<file path="config.mk">
export PLATFORM = sky130hd
export DESIGN_NAME = ctrl_sequencer
export DESIGN_NICKNAME = d
export VERILOG_FILES = /design/src/rtl/ctrl_sequencer.sv
export SDC_FILE = /design/constraint.sdc
export NUM_CORES = 1
export LEC_CHECK = 0
export ABC_AREA = 1
export CAP_MARGIN = 20
export CORE_MARGIN = 3
export CORE_UTILIZATION = 44
export CTS_CLUSTER_DIAMETER = 120
export CTS_CLUSTER_SIZE = 16
export DETAILED_ROUTE_END_ITERATION = 10
export PLACE_DENSITY = 0.78
export SLEW_MARGIN = 10
export SYNTH_ARGS = -nofsm -noshare
export SYNTH_HDL_FRONTEND = slang
export SYNTH_SLANG_ARGS = --single-unit
</file>
<file path="constraint.sdc">
create_clock -name clk -period 1.5 [get_ports clk]
set_input_delay 0.3 -clock clk [delete_from_list [all_inputs] [get_ports clk]]
set_output_delay 0.3 -clock clk [all_outputs]
set_load 0.01 [all_outputs]
</file>
<file path="src/rtl/ctrl_sequencer.sv">
// Multi-cycle control sequencer: decodes one 16-bit instruction into datapath strobes (optional CTRL_SEQ_TRAP_EN: B-F halt).
// Latency accept->pc_inc: 1 for LOAD/MOVE/LDPC/NOP, 3 for ALU/ONES, 2*(NREGS-1)+2 for SUMALL.
// Backpressure: instr_ready only in IDLE; one instruction in flight, next accepted the cycle after completion.
module ctrl_sequencer #(
    parameter int NREGS = 16,
    parameter int IDX_W = 4,
    parameter int SEL_W = 3
) (
    input  logic             clk,
    input  logic             reset,
    input  logic             instr_valid,
    input  logic [15:0]      instr,
    output logic             instr_ready,
    output logic             aen,
    output logic             gen,
    output logic             gout,
    output logic [SEL_W-1:0] sel,
    output logic             extern_en,
    output logic             read_addr,
    output logic [NREGS-1:0] reg_en,
    output logic [NREGS-1:0] tri_en,
    output logic             pc_inc,
    output logic             pc_load,
    output logic             busy
);

    typedef enum logic [3:0] {
        IDLE, EX, A1, A2, A3, S0, S1, S2, S3, HALT
    } state_t;

    state_t           state;
    logic [11:0]      ir;
    logic [IDX_W-1:0] count;
    logic [3:0]       op;
    logic [3:0]       rx;
    logic [3:0]       ry;
    logic             unused_instr;

    assign op = ir[11:8];
    assign rx = ir[7:4];
    assign ry = ir[3:0];
    assign unused_instr = ^instr[3:0];

    // Out-of-range indices produce an all-zero strobe.
    function automatic logic [NREGS-1:0] onehot(input int idx);
        logic [NREGS-1:0] v;
        v = '0;
        for (int i = 0; i < NREGS; i++) begin
            v[i] = (idx == i);
        end
        return v;
    endfunction

    always_ff @(posedge clk) begin
        if (reset) begin
            state <= IDLE;
            count <= IDX_W'(1);
            ir    <= '0;
        end else begin
            case (state)
                IDLE: begin
                    if (instr_valid) begin
                        ir <= instr[15:4];
                        if (instr[15:12] <= 4'h3) begin
                            state <= EX;
                        end else if (instr[15:12] <= 4'h9) begin
                            state <= A1;
                        end else if (instr[15:12] == 4'hA) begin
                            state <= S0;
                        end else begin
`ifdef CTRL_SEQ_TRAP_EN
                            state <= HALT;
`else
                            state <= EX;
`endif
                        end
                    end
                end
                EX:   state <= IDLE;
                A1:   state <= A2;
                A2:   state <= A3;
                A3:   state <= IDLE;
                S0:   state <= S1;
                S1:   state <= S2;
                S2: begin
                    if (count == IDX_W'(NREGS - 1)) begin
                        state <= S3;
                    end else begin
                        count <= count + IDX_W'(1);
                        state <= S1;
                    end
                end
                S3: begin
                    count <= IDX_W'(1);
                    state <= IDLE;
                end
                HALT:    state <= HALT;
                default: state <= IDLE;
            endcase
        end
    end

    always_comb begin
        instr_ready = (state == IDLE);
        busy        = (state != IDLE);
        aen         = 1'b0;
        gen         = 1'b0;
        gout        = 1'b0;
        sel         = '0;
        extern_en   = 1'b0;
        read_addr   = 1'b0;
        reg_en      = '0;
        tri_en      = '0;
        pc_inc      = 1'b0;
        pc_load     = 1'b0;
        case (state)
            EX: begin
                case (op)
                    4'h0: begin
                        extern_en = 1'b1;
                        reg_en    = onehot(int'(rx));
                        pc_inc    = 1'b1;
                    end
                    4'h1: begin
                        tri_en = onehot(int'(ry));
                        reg_en = onehot(int'(rx));
                        pc_inc = 1'b1;
                    end
                    4'h2: begin
                        extern_en = 1'b1;
                        read_addr = 1'b1;
                        reg_en    = onehot(int'(rx));
                        pc_inc    = 1'b1;
                    end
                    4'h3: begin
                        tri_en  = onehot(int'(rx));
                        pc_load = 1'b1;
                    end
                    default: pc_inc = 1'b1;
                endcase
            end
            A1: begin
                aen    = 1'b1;
                tri_en = onehot(int'(rx));
            end
            A2: begin
                gen = 1'b1;
                // ONES reduces rx on its own; the other ALU ops combine rx with ry.
                if (op == 4'h9) begin
                    sel    = SEL_W'(5);
                    tri_en = onehot(int'(rx));
                end else begin
                    sel    = SEL_W'(op - 4'h4);
                    tri_en = onehot(int'(ry));
                end
            end
            A3: begin
                gout   = 1'b1;
                reg_en = (op == 4'h9) ? onehot(0) : onehot(int'(rx));
                pc_inc = 1'b1;
            end
            S0: begin
                aen    = 1'b1;
                tri_en = onehot(0);
            end
            S1: begin
                gen    = 1'b1;
                tri_en = onehot(int'(count));
            end
            S2: begin
                gout = 1'b1;
                aen  = 1'b1;
            end
            S3: begin
                gout   = 1'b1;
                reg_en = onehot(int'(rx));
                pc_inc = 1'b1;
            end
            default: ;
        endcase
    end

endmodule

</file>
==> results of run 1 <==
## stage by stage
stage,worst slack (ns),cells,utilization (%)
2_1_floorplan,0.00269,421,-
3_3_place_gp,-0.643,628,73.9
3_5_place_dp,-0.689,628,73.9
4_1_cts,-0.420,656,83.3
## cell families after synthesis
kind of cell	count (synthesis)	share of synthesized area [%]
adders and majority gates	4	2.26
buffers and inverters	56	10.5
and+or+nand+nor	279	54.4
AOI/OAI and AO/OA	62	14.8
DFF	20	18.1
## cell usage after synthesis (all sizes together)
cell | number | share of area [%]
ha | 4 | 2.3
a31oi | 1 | 0.28
nand3 | 48 | 11
dfxtp | 20 | 18
o22ai | 2 | 0.56
o211ai | 1 | 0.34
buf | 10 | 2.7
inv | 44 | 7.4
a21oi | 27 | 6.1
clkbuf | 2 | 0.34
nand2 | 120 | 21
nor2 | 105 | 21
nor4 | 1 | 0.28
o21ai | 31 | 7.5
nor3 | 5 | 1.1
## what timing repair did
item                       CTS
setup endpoints to repair   56
gates resized for setup    284
pin swaps                   15
setup buffers               22
gates cloned                 3
==> out/qor.csv, run 1 <==
metric,value,unit
grt_max_degree,23,
cts_hold_buf,0,
detailed_place_hpwl,6540,um
stop_stage,5_1_grt,
outcome,did not finish,
synth_fp_nets,444,
error,"[ERROR DPL-0038] Utilization greater than 100%, impossible to legalize",
clockBufferDepth,2,
grt_repair_worst_endpoint,reg_en[1],
synth_area,2220,um^2
die_width,77.0,um
die_h,77.0,um
cts-root-buf,clkbuf_8,
clock_sinks,20,
boundaryPins,63,
ys_warn_count,0,
fp-row-count,25,
worstEndpointType,output port,
avgSynthCellArea,5.27,um^2
ys_types,25,
placed_area,3540,um^2
yosysSeqAreaShare,18.1,%
io_buffer_count,58,
ys_seq_elements,20,
place_congestion,0.955,
cts_buffers,3,
htreeDepth,1,
postSynthCellCount,421,
start_util,46.3,%
==> inputs of run 2 (changes only) <==
--- a/config.mk
+++ b/config.mk
@@ -8,11 +8,9 @@
 export ABC_AREA = 1
 export CAP_MARGIN = 20
 export CORE_MARGIN = 3
-export CORE_UTILIZATION = 44
-export CTS_CLUSTER_DIAMETER = 120
-export CTS_CLUSTER_SIZE = 16
+export CORE_UTILIZATION = 40
 export DETAILED_ROUTE_END_ITERATION = 10
-export PLACE_DENSITY = 0.78
+export PLACE_DENSITY_LB_ADDON = 0.15
 export SLEW_MARGIN = 10
 export SYNTH_ARGS = -nofsm -noshare
 export SYNTH_HDL_FRONTEND = slang
==> constraint.sdc (replaced) <==
create_clock -name clk -period 1.95 [get_ports clk]
set_input_delay 0.39 -clock clk [delete_from_list [all_inputs] [get_ports clk]]
set_output_delay 0.39 -clock clk [all_outputs]
set_load 0.01 [all_outputs]
==> run 2 against run 1 <==
Area after synthesis unchanged. The flow now finishes, with violations (setup timing). Synthesized cell count unchanged.
==> out/qor.csv, run 2 <==
metric,value,unit,change
htreeDepth,1,,unchanged
synth-edff-count,0,,unchanged
timing_hold_violations_final,0,,
final_common_cell,nand2_1,,
max-cap-violations,0,,
synth_most_common_cell,nand2_1,,
path_depth,10,,
layout_setup_ws,-0.102,ns,
synthFlopType,dfxtp_1,,
postSynthCellCount,421,,unchanged
violations,setup timing,,
crit_required,1.56,ns,
pwr-share-clk,21.3,%,
grt_pass1_wl,14300,um,
synthToLayoutAreaGrowth,76.0,%,
p_int,960,uW,
ys_seq_elements,20,,unchanged
drt_iter0_drc,212,,
cts_buffers,3,,unchanged
start_util,42.3,%,-4.0 points
slowest_delay,0.37,ns,
powerDensity,405,nW/um^2,
clock_latency,0.27,ns,
gr-total-overflow,0,,
ir_drop,0.335,mV,
worst-setup-path-type,reg -> out,,
placed_area,3490,um^2,-1.3%
regMostFlops,ir,,
combPwrFrac,48.2,%,
reg2reg_depth,10,,
antenna_found_initial,0,,
p_sw_share,39.2,%,
endpoint,tri_en[7],,
wl,9360,um,
slew_viol_final,0,,
wire_per_inst,14.5,um,
core_area,5240,um^2,
crit_buf_inv,6,,
crit_path_frequent_cell,buf_6,,
synthDominantCellAreaShare,19.3,%,unchanged
fin_nets,600,,
reg2reg_slack,0.19,ns,
critPathMaxFanout,4,,
clk_pin_slew,0.08,ns,
grt_max_degree,25,,
ys_types,25,,unchanged
cp-startpoint,state[3]$_SDFFE_PP0P_,,
vias,3347,,
cp.arrival,1.66,ns,
clock_sinks,20,,unchanged
setup_viol,28,,
pwr-share-seq,30.5,%,
synth_area,2220,um^2,unchanged
holdCritPathClass,reg -> reg,,
reg_top3,"ir: 12 flops, count: 4 flops, state: 4 flops",,
clockBufferDepth,2,,unchanged
cts-root-buf,clkbuf_8,,
fin_crit_sh,105,%,
yosys-top-cells-area,"nand2_1 19%, dfxtp_1 18%, nor2_1 15%",,
switching_power,619,uW,
worstSetupStartpointType,flop,,
critical-path-top-delay-family,buffers and inverters,,
final_cell_mix,"107 x nand2_1, 83 x buf_4, 72 x nor2_1, 37 x inv_1, 30 x buf_6",,
diodes,0,,
synth.largest_area_cell,nand2_1,,
tightest_slew,0.407,ns,
min_period,2.05,ns,
rsz0062_at_grt,yes,,
async_reset_ff_share,0,%,unchanged
outcome,"complete, but fails checks",,
timing.fmax,487,MHz,
r2r_start,state[3]$_SDFFE_PP0P_,,
fp-row-count,26,,+4.0%
place_congestion,0.962,,+0.69%
synth_fp_nets,444,,unchanged
end_kind,output pin,,
io_buffer_count,58,,unchanged
detailed_place_hpwl,6700,um,+2.4%
design_area,3900,um^2,
grt_usage,28.1,%,
dr.pass1.iters,5,,
grt_pass1_vias,3208,,
yosysSeqAreaShare,18.1,%,unchanged
die_width,80.5,um,+4.5%
dieArea,6470,um^2,
fin_total_pwr,1580,uW,
rr_endpoint,ir[7]$_SDFFE_PP0P_,,
boundaryPins,63,,unchanged
die_h,80.5,um,+4.5%
skew,0.00413,ns,
viasPerCell,5.18,,
cts_hold_buf,0,,unchanged
worstPathCellList,buf_6 -> inv_4 -> nand2_4 -> buf_6 -> nor2_4 -> buf_6 -> buf_6 -> nand3_2 -> nand3_2 -> buf_6,,
detail-route-antenna-nets,0,,
largest_register_ffs,12,,
synthTopCellsByCount,"114 x nand2_1, 87 x nor2_1, 47 x nand3_1",,
avgSynthCellArea,5.27,um^2,unchanged
slowest_stage,dfxtp_4,,
ys_warn_count,0,,unchanged
leakage,0.00194,uW,
cts_tree,built,,
drcViolationCount,0,,
layout-drive-gt1-share,41.5,%,
relSlewSlack,72.8,%,
[run 2: cell counts after synthesis]
Identical to the previous run, type by type.
[run 2: power by group through the flow]
stage / Combinational (uW) / Clock (uW) / Sequential (uW)
after floorplan: 325 / 0 / 481
after global placement: 654 / 0 / 482
after detailed placement: 665 / 0 / 484
after CTS: 684 / 341 / 477
after global routing: 818 / 357 / 487
final: 761 / 337 / 481
[run 2: final cells by class]
cell class | instances | area (um^2)
Multi-Input combinational cell | 345 | 1850
Fill cell | 457 | 1340
Timing Repair Buffer | 163 | 1320
Sequential cell | 20 | 419
Inverter | 44 | 170
Tap cell | 70 | 87.6
Clock buffer | 4 | 55.1
[run 2: cell families after synthesis]
kind of cell / Yosys count / share of synthesized area [%]
compound gates: 62 / 14.8
fa+ha+maj: 4 / 2.26
buf+inv: 56 / 10.5
flops: 20 / 18.1
simple gates: 279 / 54.4
[run 2: tightest hold or removal path: stages, from the launching register on]
cell,delay [ns]
dfxtp_1,0.34
inv_1,0.08
a21oi_1,0.06
[run 2: metal layers]
metal	wire (um)	global-route usage (%)	share of wire [%]
met1	3870	35.1	41
met2	4460	48.9	48
met3	736	3.81	7.9
met4	298	10.1	3.2
met5	0	0	0
[run 2: how the worst min path moves through the flow]
| stage | from | slack, ns | end | cells after the start |
|---|---|---|---|---|
| detailed placement | ir[11]$_SDFFE_PP0P_ | 0.48 | ir[11]$_SDFFE_PP0P_ | 2 |
| floorplan | ir[11]$_SDFFE_PP0P_ | 0.46 | ir[11]$_SDFFE_PP0P_ | 2 |
| CTS | ir[7]$_SDFFE_PP0P_ | 0.51 | ir[7]$_SDFFE_PP0P_ | 2 |
| global route | ir[7]$_SDFFE_PP0P_ | 0.54 | ir[7]$_SDFFE_PP0P_ | 2 |
| global placement | ir[11]$_SDFFE_PP0P_ | 0.47 | ir[11]$_SDFFE_PP0P_ | 2 |
| finish | ir[7]$_SDFFE_PP0P_ | 0.51 | ir[7]$_SDFFE_PP0P_ | 2 |
[run 2: through the flow]
stage	cells	utilization (%)	setup slack [ns]	hold slack, ns	TNS, ns
detailed placement	625	66.7	-0.206	0.480	-5.89
CTS	639	69.5	-0.0935	0.509	-0.714
finish	646	74.5	-0.102	0.513	-1.74
floorplan	421	-	0.335	0.458	0
global placement	625	66.7	-0.187	0.469	-5.59
global route	646	74.5	-0.164	0.538	-3.88
[run 2: repair_timing]
item / 4_1_cts / 5_1_grt
buffers inserted: 11 / 6
endpoints found under the setup margin: 44 / 43
pin swaps: 16 / 14
cloned: 0 / 2
endpoints found under the hold margin: 0 / 0
resized for setup: 207 / 85
No activity file was read; power rests on OpenSTA's default activity.
==> patch, RTL diff (config.mk and constraints of run 2) <==
`IDX_W`: 4 -> 5.
--- a/src/rtl/ctrl_sequencer.sv
+++ b/src/rtl/ctrl_sequencer.sv
@@ -3,7 +3,7 @@
 // Backpressure: instr_ready only in IDLE; one instruction in flight, next accepted the cycle after completion.
 module ctrl_sequencer #(
     parameter int NREGS = 16,
-    parameter int IDX_W = 4,
+    parameter int IDX_W = 5,
     parameter int SEL_W = 3
 ) (
     input  logic             clk,
Formal check against the unedited RTL: no difference found for any inputs over 10 cycles, from zero or initial values and one cycle with reset high; that may be too few to reach the edited logic, so the function may still have changed.
==> patch against run 2 <==
  * The run still ends with negative setup slack left
  * Utilization down 4.1 points
  * Global-route usage down 5.5 points
  * Worst setup slack worse by 0.0093 ns
  * Synthesized area down 9.7%
  * Sequential power up 5.8%
  * Routed wire length down 21%
  * Largest cell class unchanged
  * Power down 4.1%
  * First-iteration DRC count down 9.0%
  * Die area down 9.0%
  * Cell area down 14%
  * Sequential cell count up 1
==> patch: results (changes against run 2) <==
Drt:
- The wire length on met3 is 492 µm (-33%).
- The iteration-0 DRC count of the detailed router is 193 (-9.0%).
- The wire length the detailed router placed on met1 came to 3.04 mm (-21%).
- The routed length on met2 is 3.66 mm (-18%).
- The ratio of routed vias to standard cells came to 5.13 (-0.91%).

GRT:
- The maximum number of pins on one net before global-route repair is 22 (-12%).
- The global-route track usage on met2 is 39.8% (-9.1 points).
- The met1 routing resource usage after global routing was 26.5% (-8.6 points).
- The overall routing resource usage is 22.7% (-5.5 points).
- The via count of the first global-routing pass is 2491 (-22%).
- The first-pass GRT wire length is 11.1 mm (-23%).

Timing:
- The clock tree skew after final layout was 0.00828 ns (+0.00415 ns).
- The worst setup slack after layout is -0.111 ns (-0.00930 ns).
- The total of endpoints with negative setup slack in the final report was 23 (-18%).
- The worst hold slack across all endpoints was 0.499 ns (-0.0139 ns).
- The transition time at the pin with the least slew margin is 0.390 ns (-0.0173 ns).

Finish:
- The proportion of layout cells with a drive suffix above 1 is 40.5% (-1.0 points).
- The largest registers in the layout are ir: 12 flops, count: 5 flops, state: 4 flops.
- The layout net count is 502 (-16%).

Setup path:
- The origin of the critical flop-to-flop path is state[0].
- The logic depth of the worst register-to-register path is 9 (-1).
- The most critical setup path has its startpoint at state[2].
- The end of the worst register-to-register path is ir[0].
- The slack of the worst reg-to-reg path is 0.10 ns (-0.09 ns).
- The largest fanout on the critical path is 8 (+4).
- The end point of the critical path is reg_en[12].

Synth:
- The share of synthesized area occupied by flip-flops and latches is 21.0% (+2.9 points).
- The adder-cell share of the synthesized area is 3.12% (+0.87 points).
- By count the netlist is led by nand2_1, nor2_1, inv_1.
- The post-synthesis cell type count is 24 (-4.0%).
- The post-synthesis compound-gate area fraction is 13.5% (-1.3 points).
- The total nets after synthesis is 382 (-14%).

Run status:
- The checks that failed: negative setup slack.
- The flow ran to the end, but the final reports show violations.

Power:
- The sequential fraction of design power is 33.6% (+3.1 points).
- The clock power share is 20.9% (-0.4 points).
- The maximum VDD drop is 0.385 mV (+15%).
- The internal cell power is 0.913 mW (-4.9%).
- The leakage power total is 1.68 nW (-14%).

Placement:
- The half-perimeter wire length after detailed placement is 5.11 mm (-24%).
- The placer congestion estimate is 0.953 (-0.84%).

Min path:
- The startpoint identified for the worst hold timing path is ir[5].

Clock tree:
- The number of instances resized during post-cts repair is 157 (-24%).
==> patch: changes by cell type in the layout (fill, tap and decap cells not counted), moves of 9 or more <==
cell / run 2 / this run
nand4_1: 0 / 11
a31oi_1: 1 / 11
nand2_1: 107 / 56
nand2_2: 7 / 24
o21ai_0: 15 / 6
nor2_2: 20 / 3
nor2_1: 72 / 56
buf_4: 83 / 53
inv_1: 37 / 50
==> patch: final cells by class <==
type | count | area, µm²
clock buffer | 3 | 41.3
sequential | 21 | 440
inverter | 61 | 239
fill | 412 | 1420
clock inverter | 1 | 7.51
multi-input combinational | 270 | 1580
timing repair buffer | 121 | 975
tap | 67 | 83.8
==> patch: stage by stage <==
stage / instance area [µm²] / cells / power, mW
after floorplan: 2000 / 358 / 0.812
final: 3370 / 544 / 1.51
after detailed placement: 2980 / 522 / 1.08
after global routing: 3370 / 544 / 1.61
after global placement: 2980 / 522 / 1.07
after CTS: 3120 / 538 / 1.44
